<file path="config.mk">
export PLATFORM = sky130hd
export DESIGN_NAME = multiword_spi_slave
export DESIGN_NICKNAME = d
export VERILOG_FILES = /design/src/rtl/multiword_spi_slave_pkg.sv /design/src/rtl/multiword_spi_slave_sync.sv /design/src/rtl/multiword_spi_slave.sv
export SDC_FILE = /design/constraint.sdc
export NUM_CORES = 1
export LEC_CHECK = 0
export BUFFER_PORTS_ARGS = -buffer_cell sky130_fd_sc_hd__buf_4
export CAP_MARGIN = 20
export CORE_MARGIN = 2
export CORE_UTILIZATION = 55
export CTS_BUF_LIST = sky130_fd_sc_hd__clkbuf_8
export DETAILED_ROUTE_END_ITERATION = 16
export PLACE_DENSITY = 0.77
export SLEW_MARGIN = 20
export SYNTH_ARGS = -nofsm -noshare
export SYNTH_HDL_FRONTEND = slang
export SYNTH_SLANG_ARGS = --single-unit
</file>
<file path="constraint.sdc">
create_clock -name system_clk -period 5.2 [get_ports system_clk]
set_clock_uncertainty 0.05 [all_clocks]
set_input_delay 1.04 -clock system_clk [delete_from_list [all_inputs] [get_ports system_clk]]
set_output_delay 1.04 -clock system_clk [all_outputs]
set_load 0.05 [all_outputs]
</file>
<file path="src/rtl/multiword_spi_slave_pkg.sv">
// Shared types and constants for the multi-word SPI slave.
// Transfer FSM states and synchroniser depth.
package multiword_spi_slave_pkg;

  localparam int SYNC_STAGES = 2;

  typedef enum logic [1:0] {
    ST_DISARMED,
    ST_ARMED,
    ST_ACTIVE
  } xfer_state_e;

endpackage

</file>
<file path="src/rtl/multiword_spi_slave_sync.sv">
// Metastability synchroniser for one async pin plus a history flop
// so the caller can detect edges as sync_o != hist_o.
module pin_synchronizer #(
  parameter int   STAGES      = 2,
  parameter logic RESET_VALUE = 1'b0
) (
  input  logic clk_i,
  input  logic rst_i,
  input  logic pin_i,
  output logic sync_o,
  output logic hist_o
);

  logic [STAGES-1:0] sync_q;
  logic              hist_q;

  // Shift the pin through the sync chain, then remember the last value.
  always_ff @(posedge clk_i) begin
    if (rst_i) begin
      sync_q <= {STAGES{RESET_VALUE}};
      hist_q <= RESET_VALUE;
    end else begin
      sync_q <= {sync_q[STAGES-2:0], pin_i};
      hist_q <= sync_q[STAGES-1];
    end
  end

  assign sync_o = sync_q[STAGES-1];
  assign hist_o = hist_q;

endmodule

</file>
<file path="src/rtl/multiword_spi_slave.sv">
// SPI slave oversampled by system_clk; streams WIDTH-bit words for as
// long as chip select stays low, all four SPI modes, MSB or LSB first.
module multiword_spi_slave
  import multiword_spi_slave_pkg::*;
#(
  parameter int WIDTH     = 32,
  parameter int CPOL      = 0,
  parameter int CPHA      = 0,
  parameter int LSB_FIRST = 0
) (
  input  logic             system_clk,
  input  logic             system_rst,
  input  logic             pin_ncs,
  input  logic             pin_clk,
  input  logic             pin_mosi,
  output logic             pin_miso,
  output logic             pin_miso_en,
  input  logic [WIDTH-1:0] tx_data,
  output logic             tx_load,
  output logic [WIDTH-1:0] rx_data,
  output logic             rx_valid,
  output logic             cs_start,
  output logic             cs_stop,
  output logic             rx_abort
);

  localparam int   CW        = (WIDTH > 1) ? $clog2(WIDTH) : 1;
  localparam logic IDLE_CLK  = (CPOL != 0);
  localparam logic LEAD_RISE = (CPOL == 0);
  localparam logic SAMP_LEAD = (CPHA == 0);
  localparam logic LSB       = (LSB_FIRST != 0);

  logic ncs_s, ncs_h;
  logic clk_s, clk_h;
  logic mosi_s, mosi_hist_unused;

  pin_synchronizer #(
    .STAGES     (SYNC_STAGES),
    .RESET_VALUE(1'b1)
  ) u_sync_ncs (
    .clk_i (system_clk),
    .rst_i (system_rst),
    .pin_i (pin_ncs),
    .sync_o(ncs_s),
    .hist_o(ncs_h)
  );

  pin_synchronizer #(
    .STAGES     (SYNC_STAGES),
    .RESET_VALUE(IDLE_CLK)
  ) u_sync_clk (
    .clk_i (system_clk),
    .rst_i (system_rst),
    .pin_i (pin_clk),
    .sync_o(clk_s),
    .hist_o(clk_h)
  );

  pin_synchronizer #(
    .STAGES     (SYNC_STAGES),
    .RESET_VALUE(1'b0)
  ) u_sync_mosi (
    .clk_i (system_clk),
    .rst_i (system_rst),
    .pin_i (pin_mosi),
    .sync_o(mosi_s),
    .hist_o(mosi_hist_unused)
  );

  xfer_state_e      state_q;
  logic [1:0]       arm_cnt_q;
  logic [CW-1:0]    cnt_q;
  logic [WIDTH-1:0] rx_q;
  logic [WIDTH-1:0] tx_q;
  logic             word_done_q;
  logic             first_q;
  logic             active_q;
  logic [WIDTH-1:0] rx_data_q;
  logic             rx_valid_q;
  logic             cs_start_q;
  logic             cs_stop_q;
  logic             rx_abort_q;

  logic clk_rise, clk_fall;
  logic lead_edge, trail_edge;
  logic sample_edge, launch_edge;
  logic ncs_fall, ncs_rise;
  logic start_ev, running;
  logic samp, launch, last_bit;
  logic [WIDTH-1:0] rx_next;
  logic [WIDTH-1:0] tx_shift;

  // Edge decode from the synchronised pins and the mode constants.
  always_comb begin
    clk_rise    = clk_s & ~clk_h;
    clk_fall    = ~clk_s & clk_h;
    lead_edge   = LEAD_RISE ? clk_rise : clk_fall;
    trail_edge  = LEAD_RISE ? clk_fall : clk_rise;
    sample_edge = SAMP_LEAD ? lead_edge : trail_edge;
    launch_edge = SAMP_LEAD ? trail_edge : lead_edge;
    ncs_fall    = ~ncs_s & ncs_h;
    ncs_rise    = ncs_s & ~ncs_h;
    start_ev    = (state_q == ST_ARMED) & ncs_fall;
    running     = (state_q == ST_ACTIVE) & ~ncs_rise;
    samp        = running & sample_edge;
    launch      = running & launch_edge;
    last_bit    = (cnt_q == CW'(WIDTH - 1));
    rx_next     = LSB ? {mosi_s, rx_q[WIDTH-1:1]}
                      : {rx_q[WIDTH-2:0], mosi_s};
    tx_shift    = LSB ? {1'b0, tx_q[WIDTH-1:1]}
                      : {tx_q[WIDTH-2:0], 1'b0};
  end

  // tx_load marks the cycle whose closing edge captures tx_data.
  always_comb begin
    tx_load = 1'b0;
    if (!system_rst) begin
      if (start_ev) begin
        tx_load = 1'b1;
      end else if (SAMP_LEAD) begin
        tx_load = launch & word_done_q;
      end else begin
        tx_load = samp & last_bit;
      end
    end
  end

  // Transfer FSM: arming, word reception, tx launch and status pulses.
  always_ff @(posedge system_clk) begin
    if (system_rst) begin
      state_q     <= ST_DISARMED;
      arm_cnt_q   <= '0;
      cnt_q       <= '0;
      rx_q        <= '0;
      tx_q        <= '0;
      word_done_q <= 1'b0;
      first_q     <= 1'b0;
      active_q    <= 1'b0;
      rx_data_q   <= '0;
      rx_valid_q  <= 1'b0;
      cs_start_q  <= 1'b0;
      cs_stop_q   <= 1'b0;
      rx_abort_q  <= 1'b0;
    end else begin
      rx_valid_q <= 1'b0;
      cs_start_q <= 1'b0;
      cs_stop_q  <= 1'b0;
      rx_abort_q <= 1'b0;
      unique case (state_q)
        ST_DISARMED: begin
          // Require a genuinely high ncs, not just the preset chain.
          if (ncs_s) begin
            if (arm_cnt_q == 2'(SYNC_STAGES)) begin
              state_q   <= ST_ARMED;
              arm_cnt_q <= '0;
            end else begin
              arm_cnt_q <= arm_cnt_q + 2'd1;
            end
          end else begin
            arm_cnt_q <= '0;
          end
        end
        ST_ARMED: begin
          if (ncs_fall) begin
            state_q     <= ST_ACTIVE;
            active_q    <= 1'b1;
            cs_start_q  <= 1'b1;
            cnt_q       <= '0;
            rx_q        <= '0;
            tx_q        <= tx_data;
            word_done_q <= 1'b0;
            first_q     <= ~SAMP_LEAD;
          end
        end
        ST_ACTIVE: begin
          if (ncs_rise) begin
            state_q     <= ST_ARMED;
            active_q    <= 1'b0;
            cs_stop_q   <= 1'b1;
            rx_abort_q  <= (cnt_q != '0);
            cnt_q       <= '0;
            word_done_q <= 1'b0;
            first_q     <= 1'b0;
          end else begin
            if (sample_edge) begin
              rx_q <= rx_next;
              if (last_bit) begin
                cnt_q      <= '0;
                rx_data_q  <= rx_next;
                rx_valid_q <= 1'b1;
                if (SAMP_LEAD) begin
                  word_done_q <= 1'b1;
                end else begin
                  tx_q    <= tx_data;
                  first_q <= 1'b1;
                end
              end else begin
                cnt_q <= cnt_q + CW'(1);
              end
            end
            if (launch_edge) begin
              if (SAMP_LEAD) begin
                if (word_done_q) begin
                  tx_q        <= tx_data;
                  word_done_q <= 1'b0;
                end else begin
                  tx_q <= tx_shift;
                end
              end else begin
                if (first_q) begin
                  first_q <= 1'b0;
                end else begin
                  tx_q <= tx_shift;
                end
              end
            end
          end
        end
        default: begin
          state_q  <= ST_DISARMED;
          active_q <= 1'b0;
        end
      endcase
    end
  end

  assign pin_miso    = LSB ? tx_q[0] : tx_q[WIDTH-1];
  assign pin_miso_en = active_q & ~pin_ncs;
  assign rx_data     = rx_data_q;
  assign rx_valid    = rx_valid_q;
  assign cs_start    = cs_start_q;
  assign cs_stop     = cs_stop_q;
  assign rx_abort    = rx_abort_q;

endmodule
</file>
## Word level (Yosys, flattened, before mapping)

Cells that the tools add are included.

- $add $sub $neg: 2
- Equality and inequality tests: 12
- Muxes and demuxes: 36
- Bitwise logic cells: 19
- Reductions and logical operators: 14

Operators by type and width:

| cell | count |
|---|---|
| 32-bit two-way mux | 4 |
| 31-bit two-way mux | 3 |
| 32-bit one-hot mux with 2 select lines | 1 |
| 31-bit one-hot mux with 2 select lines | 1 |
| 5-bit two-way mux | 4 |
| 4-bit AND reduction | 4 |
| 1-bit two-way mux | 13 |
| 2-bit two-way mux | 6 |
| 2-bit inequality test (second input constant) | 6 |
| 1-bit NOT | 10 |
| 5-bit one-hot mux with 2 select lines | 1 |
| 1-bit AND | 9 |
| 2-bit one-hot mux with 3 select lines | 1 |
| 3-bit AND reduction | 2 |
| 5-bit by 1-bit adder with 5-bit output (second input constant) | 1 |
| 5-bit equality test (second input constant) | 1 |
| 5-bit nonzero test | 1 |
| 2-bit equality test (second input constant) | 2 |
| 2-bit OR reduction | 2 |
| 4-bit OR reduction | 1 |
| 3-bit inequality test (second input constant) | 1 |
| 1-bit one-hot mux with 3 select lines | 1 |
| 3-bit OR reduction | 1 |
| 2-bit by 1-bit adder with 2-bit output (second input constant) | 1 |
| 6 further kinds | 6 |

- Flip-flop bits (word level): 118
- Output and inout bits: 39
- Word-level logic and storage cells: 100

## Logic depth before layout (Yosys ltp)

Gate-level depths: netlist of the first run.

- Word-level depth: 8
- Mapped depth: 8
- Gate-level depth less buffers: 7

## Hierarchy

A second synthesis of the first run with hierarchy kept.

- Cell total of the unflattened synthesis: 563
- Area, all modules: 4,792.1 um2

By module, submodules not included:

| module | instances | cells an instance | area each (um2) | seq. area each (um2) |
|---|---|---|---|---|
| multiword_spi_slave | 1 | 545 | 4,555.6 | 2,202.1 |
| pin_synchronizer | 3 | 6 | 78.8 | 60.1 |

## Worst setup path after synthesis of the first run

Ideal clock, no wire load.

- Path type: input -> output
- Start point: in system_rst
- End point: out tx_load
- Data arrival time: 2,192 ps
- Required time: 4,110 ps
- Setup slack: 1,918 ps
- Stages on the path: 3
- Path buffers: 2
- Cells stage by stage: clkbuf_1 clkbuf_1 a21oi_1

- Longest elaborated chain between the ends: 1

RTL lines:

| element | line | source |
|---|---|---|
| start, declared | multiword_spi_slave.sv:12 | `input logic system_rst,` |
| 1-bit two-way mux | multiword_spi_slave.sv:117 | `if (!system_rst) begin` |
| end, declared | multiword_spi_slave.sv:19 | `output logic tx_load,` |

No other way between the ends.

## Worst setup path in the final report of the first run

- Start point: reg state_q[0]
- End point: out tx_load

- Longest elaborated chain between the ends: 6

RTL lines:

| element | line | source |
|---|---|---|
| start, declared | multiword_spi_slave.sv:70 | `xfer_state_e state_q;` |
| start signal, assigned | multiword_spi_slave.sv:131 | `state_q <= ST_DISARMED;` |
| start signal, assigned | multiword_spi_slave.sv:154 | `state_q <= ST_ARMED;` |
| start signal, assigned | multiword_spi_slave.sv:165 | `state_q <= ST_ACTIVE;` |
| 2-bit equality test | multiword_spi_slave.sv:104 | `running = (state_q == ST_ACTIVE) & ~ncs_rise;` |
| 1-bit AND | multiword_spi_slave.sv:104 |  |
| 1-bit AND | multiword_spi_slave.sv:106 | `launch = running & launch_edge;` |
| 1-bit AND | multiword_spi_slave.sv:121 | `tx_load = launch & word_done_q;` |
| 1-bit two-way mux * | multiword_spi_slave.sv:118 | `if (start_ev) begin` |
| 1-bit two-way mux * | multiword_spi_slave.sv:117 |  |

Every way passes the cells marked *; elsewhere a longest branch is shown, timed or not.

==> results.cfg, run 1 <==
[floorplan]
die_y_um = 96.11
die_area_mm2 = 0.009236
rows = 33
start_util_pct = 56.78
die-width_um = 96.11
core-area_mm2 = 0.008217
ios = 76

[route]
drc_errors = 0
drt_first_pass_iters = 5
drt-initial-drc-count = 214
finalWirelength_um = 9849
num_vias = 4023
routedWlPerCell_um = 13.44
vias_per_cell = 5.488
antenna_left = 0

[synth]
ys_top_cells_by_count = 131 x nand2_1, 118 x dfxtp_1, 72 x a21oi_1
synth_edf_count = 0
async_reset_ff_share_pct = 0
synthDistinctLibCells = 35
syn_inst = 563
ys_seq_area_share_pct = 50.63
synth_top_area_share_pct = 50.63
synth_flop_cell = dfxtp_1
avgSynthCellArea_um2 = 8.287
ys_ff_latch = 118
synth_fp_nets = 603
synth_area_mm2 = 0.004666
yosysWarnings = 0
yosysMostFrequentCell = nand2_1
synth_area_leader_cell = dfxtp_1
synthTopCellsByArea = dfxtp_1 51%, nand2_1 11%, a21oi_1 7.7%

[timing]
final.min_clock_period_ns = 3.149
setup_viol = 0
clock.fmax_mhz = 317.5
maxSlewHeadroom_pct = 28.18
slew_viol_final = 0
setup-tns-final_ns = 0
worstMarginPinSlew_ns = 1.075
finalHoldViolations = 0
finalCritPeriodShare_pct = 60.57
rsz0062_at_grt = false

[clock_tree]
hold_buffers = 0
cts_resized = 0
path_clk_slew_ns = 0.07
cts_buffer_depth = 2
cts_setup_buffers = 0
cts_tree = built
insertion_delay_ns = 0.42
clock_sinks = 118
cts_max_level = 4
cts_inserted_buffers = 17
clockRootBuffer = clkbuf_8

[critical_path]
path_class = register to output pin
r2r_cells = 6
worstSetupEndpointType = output pin
worstPathRequired_ns = 4.11
cp-start-kind = register
cp.arrival_ns = 2.06
critPathMaxFanout = 37

[cells_and_area]
final_cell_area_mm2 = 0.005684
area_delta_synth_final_pct = 21.83
drive_above_1_share_pct = 21.02
antenna_cells = 0
nFillCells = 670
seqCellArea_mm2 = 0.002362
multi_input_area_mm2 = 0.002082
fin_nets = 655

[pwr]
max-vdd-ir-drop_v = 0.0002491
power_density_mw_per_mm2 = 344.7
p_sw_uw = 426.0
p_comb_share_pct = 3.4
p_leak_uw = 0.001969
internal-power_uw = 1533
clockPowerShare_pct = 49.7
power_frac_seq_pct = 46.9
switching_share_pct = 21.74

[global_routing]
antenna_found_initial = 0
track_usage_pct = 22.89
first_global_vias = 3766
grt_max_degree = 88
grt_pass1_wl_um = 16550
grt-ovfl-total = 0

[placement]
globalplace.congestion = 0.7230
dp_hpwl_um = 5906
placed_cell_area_mm2 = 0.005214
io_buffers = 75

[min_path]
hold-path-cell-count = 1
hold_path_class = register to register

[status]
status = finished, final reports clean

[run]
maxCapViolations = 0
registers in the layout, summed over array words and instances, names as in the netlist:
name / flops
word_done_q: 1
arm_cnt_q: 2
cnt_q: 5
rx_valid: 1
rx_q: 31
u_sync_clk.sync_q: 2
cs_start: 1
active_q: 1
state_q: 2
rx_data: 32
u_sync_ncs.sync_q: 2
cs_stop: 1
u_sync_ncs.hist_o: 1
tx_q: 32
u_sync_clk.hist_o: 1
rx_abort: 1
u_sync_mosi.sync_q: 2
worst max-delay path: stages, from the launching register on:
cell      delay [ns]
dfxtp_1         0.43
nand2b_1        0.21
buf_4           0.25
nor3_1          0.20
nand2_1         0.07
a21oi_1         0.23
buf_4           0.23
worst paths after layout:
path                              from  slack [ns]                   end
hold reg to reg   u_sync_ncs.sync_q[0]        0.37  u_sync_ncs.sync_q[1]
setup / recovery            state_q[0]        2.05               tx_load
hold / removal    u_sync_ncs.sync_q[0]        0.37  u_sync_ncs.sync_q[1]
setup reg to reg            state_q[0]        2.95              tx_q[13]
through the flow:
step	hold WS, ns	worst slack, ns	power (uW)	cells	util, %
after floorplan	0.3395	1.918	979.0	563	-
after global placement	0.3414	2.397	1005	700	63.21
after detailed placement	0.3512	2.404	1007	701	63.45
after CTS	0.3723	2.015	1970	733	69.18
after global routing	0.3889	1.865	2017	733	69.18
final	0.3691	2.051	1959	733	69.18
cells in the final DEF, fill, tap and decap left out, types with 2 or more instances in the layout:
cell type	n
a21oi_1	72
a2bb2oi_1	2
a311oi_1	23
a311oi_2	8
a32oi_1	2
buf_4	81
bufinv_16	5
clkbuf_8	18
clkinv_4	4
clkinvlp_4	2
dfxtp_1	118
ha_1	3
inv_1	4
inv_6	2
nand2_1	131
nand2b_1	7
nand3_1	34
nor2_1	38
nor2b_1	10
nor3_1	3
nor4_1	2
o21ai_0	35
o32ai_1	2
or2_2	3
power groups by stage:
stage	registers (uW)	logic [uW]	clock network (uW)
finish	919	67.4	973
global route	920	75.1	1020
CTS	919	67.9	983
detailed placement	939	67.9	0
global placement	939	66.6	0
floorplan	937	42.1	0
layer usage:
metal	global-route usage (%)	up-vias	part of all wire (%)	wire, um
met5	0	-	0	0
met4	8.214	0	0.77	76
met3	6.343	9	4.9	483
met2	39.41	92	49	4815
met1	27.23	1880	45	4473
li1	-	2042	-	-
layout make-up:
type                       count  share of cell area [%]
inverter                       4                  0.2641
tap                          105                   2.311
multi-input combinational    392                   36.63
clock buffer                  18                   4.358
clock inverter                14                   3.918
sequential                   118                   41.56
timing repair buffer          82                   10.96
kinds of logic after synthesis:
| kind of cell | count (synthesis) | share of synthesized area, % |
|---|---|---|
| AO/OA/AOI/OAI | 147 | 20.35 |
| adder cells (fa/ha/maj) | 3 | 0.8046 |
| buffers and inverters | 53 | 5.256 |
| flip-flops | 118 | 50.63 |
| multiplexers | 1 | 0.2145 |
| AND/OR/NAND/NOR | 241 | 22.74 |
No activity file was read; power rests on OpenSTA's default activity.
==> inputs of run 2 (changes only) <==
Settings changed: ABC_AREA set to 1, CORE_UTILIZATION 55 to 53.
Clock period 5.2 ns to 2.83 ns, I/O delays scaled along.
==> results.cfg, run 2 <==
[pwr]
p_sw_uw = 816.6
power_frac_seq_pct = 48.8
max-vdd-ir-drop_v = 0.0003538
clockPowerShare_pct = 46.9
power_density_mw_per_mm2 = 607.8
internal-power_uw = 2643
p_comb_share_pct = 4.3
switching_share_pct = 23.60
p_leak_uw = 0.002493
total_power_uw = 3460

[route]
drt-initial-drc-count = 207
antenna_left = 0
drt_first_pass_iters = 5
drc_errors = 0
num_vias = 4277
routedWlPerCell_um = 12.60
vias_per_cell = 5.147
finalWirelength_um = 10470

[cells_and_area]
fin_nets = 750
fin_util_pct = 65.27
area_delta_synth_final_pct = 19.15
final_common_cell = nand2_1
stdcell_count = 831
drive_above_1_share_pct = 18.67
final_cell_mix = 211 x nand2_1, 118 x dfxtp_1, 82 x nor2_1
antenna_cells = 0

[floorplan]
ios = 76
rows = 34
die-width_um = 98.94
core-area_mm2 = 0.008721
die_area_mm2 = 0.009789
start_util_pct = 54.78
die_y_um = 98.94

[critical_path]
worstPathRequired_ns = 2.21
worstSetupEndpointType = output pin
cp-start-kind = register
cp.arrival_ns = 1.85
path_class = register to output pin
critPathMaxFanout = 5

[clock_tree]
insertion_delay_ns = 0.44
clock_sinks = 118
path_clk_slew_ns = 0.07
cts_tree = built
cts_inserted_buffers = 17
cts_resized = 0
cts_buffer_depth = 2
clockRootBuffer = clkbuf_8
cts_setup_buffers = 0
cts_max_level = 4
hold_buffers = 0

[run]
maxCapViolations = 0

[global_routing]
first_global_vias = 4111
grt-ovfl-total = 0
antenna_found_initial = 0
grt_pass1_wl_um = 17860
track_usage_pct = 22.39
grt_max_degree = 78

[timing]
whs_ns = 0.2884
slew_viol_final = 0
finalCritPeriodShare_pct = 87.07
setup-tns-final_ns = 0
final.min_clock_period_ns = 2.464
setup_viol = 0
rsz0062_at_grt = false
worstMarginPinSlew_ns = 0.7680
maxSlewHeadroom_pct = 48.80
clock.fmax_mhz = 405.8
finalHoldViolations = 0

[synth]
synthTopCellsByArea = dfxtp_1 49%, nand2_1 17%, a21oi_1 7.3%
avgSynthCellArea_um2 = 7.349
synth_area_leader_cell = dfxtp_1
synth_area_mm2 = 0.004777
async_reset_ff_share_pct = 0
synth_fp_nets = 690
ys_top_cells_by_count = 211 x nand2_1, 118 x dfxtp_1, 82 x nor2_1
yosysWarnings = 0
synthDistinctLibCells = 24
synth_top_area_share_pct = 49.45
ys_ff_latch = 118
synth_flop_cell = dfxtp_1
syn_inst = 650
synth_edf_count = 0
yosysMostFrequentCell = nand2_1
ys_seq_area_share_pct = 49.45

[placement]
globalplace.congestion = 0.8567
placed_cells = 799
io_buffers = 75
dp_hpwl_um = 6464

[status]
status = finished, final reports clean

[min_path]
hold_path_class = primary input to register
==> run 2: cell type report <==
type,instances,area (um2)
Timing Repair Buffer,81,608.1
Multi-Input combinational cell,464,2061
Inverter,28,105.1
Tap cell,108,135.1
Sequential cell,118,2362
Clock inverter,14,172.7
Clock buffer,18,247.7
Fill cell,729,3029
==> run 2: critical path, cell delays in order, from the launching register on <==
cell and delay, ns:
dfxtp_1 0.43, inv_2 0.08, nor2_1 0.22, nand2_4 0.12, inv_1 0.13, nand2_1 0.09
o31ai_1 0.09, buf_4 0.25
==> run 2: cells by family after synthesis <==
group / count (synthesis) / synth area share [%]
adders and majority gates: 3 / 0.7858
DFF: 118 / 49.45
AOI/OAI and AO/OA: 106 / 11.29
buffers and inverters: 68 / 7.412
and+or+nand+nor: 355 / 31.06
==> run 2: layer usage <==
| layer | wire length [um] | global-route usage (%) |
|---|---|---|
| met3 | 582 | 7.872 |
| met1 | 4739 | 26.79 |
| met4 | 164 | 7.482 |
| met5 | 0 | 0 |
| met2 | 4980 | 37.58 |
==> run 2: path summary, 6_finish.rpt <==
| kind | to | slack [ns] | cells past startpoint | start |
|---|---|---|---|---|
| worst max-delay path | tx_load | 0.37 | 7 | state_q[0] |
| worst min-delay path | u_sync_ncs.sync_q[0] | 0.29 | 2 | pin_ncs |
| worst max register to register | rx_data[30] | 0.80 | 10 | cnt_q[0] |
| worst min register to register | u_sync_clk.sync_q[1] | 0.36 | 2 | u_sync_clk.sync_q[0] |
==> run 2: power by group through the flow <==
stage	registers [uW]	clock network (uW)	logic [uW]
finish	1690	1620	147
global route	1690	1730	165
CTS	1690	1650	147
detailed placement	1730	0	146
global placement	1730	0	141
floorplan	1730	0	90.9
==> run 2: per-stage QoR <==
stage	worst slack [ns]	instance area [um2]
detailed placement	0.8314	5271
finish	0.3659	5692
CTS	0.3609	5692
global placement	0.9163	5271
floorplan	0.1101	4777
global route	0.2574	5692
==> inputs of run 3 (changes only) <==
Settings changed: CORE_UTILIZATION 53 to 45, PLACE_DENSITY 0.77 to 0.67.
Clock period 2.83 ns to 2.1 ns, I/O delays scaled along.
==> results.cfg, run 3 (synthesis results as in run 2) <==
[global_routing]
first_global_vias = 3889
grt_max_degree = 78
grt-ovfl-total = 0
track_usage_pct = 18.52
antenna_found_initial = 0
grt_pass1_wl_um = 17130

[floorplan]
die-width_um = 107.0
core-area_mm2 = 0.01032
rows = 37
ios = 76
die_y_um = 107.0
die_area_mm2 = 0.01146
start_util_pct = 46.27

[critical_path]
crit_start = state_q[0]
path_class = register to output pin
worstSetupEndpointType = output pin
crit_end = tx_load
cp-start-kind = register
r2r-end = rx_data[23]
cp.arrival_ns = 1.54
r2r_cells = 10
critPathMaxFanout = 3
r2r_slack_ns = 0.35
r2r_start = cnt_q[0]
worstPathRequired_ns = 1.63

[route]
top_layer = met4
vias_per_cell = 4.843
drt-initial-drc-count = 249
routedWlPerCell_um = 11.93
drt_first_pass_iters = 4
finalWirelength_um = 10280
dr_wl_met2_um = 4894
wl_met3_um = 507
num_vias = 4175
antenna_left = 0
drc_errors = 0
drt-met1-wl_um = 4816

[placement]
dp_hpwl_um = 6271
io_buffers = 75
globalplace.congestion = 0.7434
placed_cells = 830

[cells_and_area]
fin_nets = 754
antenna_cells = 0
nFillCells = 998
drive_above_1_share_pct = 19.70
area_delta_synth_final_pct = 20.87
stdcell_count = 862
final_common_cell = nand2_1
final_cell_mix = 210 x nand2_1, 115 x dfxtp_1, 82 x buf_4

[run]
maxCapViolations = 0

[pwr]
total_power_uw = 4346
power_density_mw_per_mm2 = 752.6
p_leak_uw = 0.002519
max-vdd-ir-drop_v = 0.0004062

[timing]
final.min_clock_period_ns = 2.006
finalCritPeriodShare_pct = 95.52
maxSlewHeadroom_pct = 50.81
clock.fmax_mhz = 498.5
slew_viol_final = 0
worstMarginPinSlew_ns = 0.7378
finalHoldViolations = 0
setup_viol = 0

[clock_tree]
hold_buffers = 0
insertion_delay_ns = 0.42
path_clk_slew_ns = 0.07
cts_tree = built
cts_inserted_buffers = 17
clock_sinks = 118
clockRootBuffer = clkbuf_8
cts_buffer_depth = 2
cts_max_level = 4

[status]
status = finished, final reports clean

[min_path]
hold_path_class = primary input to register
[run 3: through the flow]
step	TNS [ns]	hold WS, ns	utilization, %	setup slack, ns	instance area (um2)
2_1_floorplan	0	0.3383	-	0.09692	4782
3_3_place_gp	0	0.3450	51.91	0.3519	5359
3_5_place_dp	0	0.3463	51.91	0.2667	5359
4_1_cts	0	0.1235	55.51	0.01752	5731
5_1_grt	-0.002883	0.1248	55.93	-0.002883	5774
6_report	0	0.1501	55.93	0.09413	5774
[run 3: layout make-up]
| type | instances | area, um2 | share of cell area (%) |
|---|---|---|---|
| flip-flops and latches | 118 | 2366 | 40.98 |
| multi-input cells | 464 | 2102 | 36.40 |
| repair buffers | 85 | 666.9 | 11.55 |
| clock buffers | 20 | 275.3 | 4.767 |
| well taps | 136 | 170.2 | 2.947 |
| inverters | 28 | 107.6 | 1.863 |
| clock inverters | 11 | 86.33 | 1.495 |
[run 3: routing by layer]
layer | vias to the layer above | global-route usage (%)
li1 | 2195 | -
met2 | 99 | 30.97
met1 | 1875 | 22.37
met3 | 6 | 4.620
met5 | - | 0
met4 | 0 | 8.442
[run 3: timing repair]
| action | in CTS | in global routing |
|---|---|---|
| gates cloned | 0 | 0 |
| resized for setup | 5 | 9 |
| endpoints found under the setup margin | 1 | 1 |
| setup buffers | 0 | 1 |
| pin swaps | 0 | 2 |
| endpoints found under the hold margin | 0 | 0 |
[run 3: worst min path at each step]
stage | from | endpoint | slack (ns) | cells past startpoint
2_1_floorplan | u_sync_clk.sync_q[0] | u_sync_clk.sync_q[1] | 0.34 | 2
3_3_place_gp | u_sync_mosi.sync_q[0] | u_sync_mosi.sync_q[1] | 0.35 | 2
3_5_place_dp | u_sync_clk.sync_q[0] | u_sync_clk.sync_q[1] | 0.35 | 2
4_1_cts | pin_clk | u_sync_clk.sync_q[0] | 0.12 | 3
5_1_grt | pin_ncs | u_sync_ncs.sync_q[0] | 0.12 | 2
6_report | pin_clk | u_sync_clk.sync_q[0] | 0.15 | 3
[run 3: worst max-delay path, stage by stage (launching register included)]
cell and delay, ns:
dfxtp_2 0.35, inv_4 0.08, nand2_4 0.07, nor2_4 0.11, nand2_4 0.08, o31ai_4 0.23, buf_6 0.19
[run 3: where the power goes]
part,internal [uW],switching (uW),total [uW]
Clock,1000,863,1860
Sequential,2260,16.2,2280
Combinational,86.0,117,203
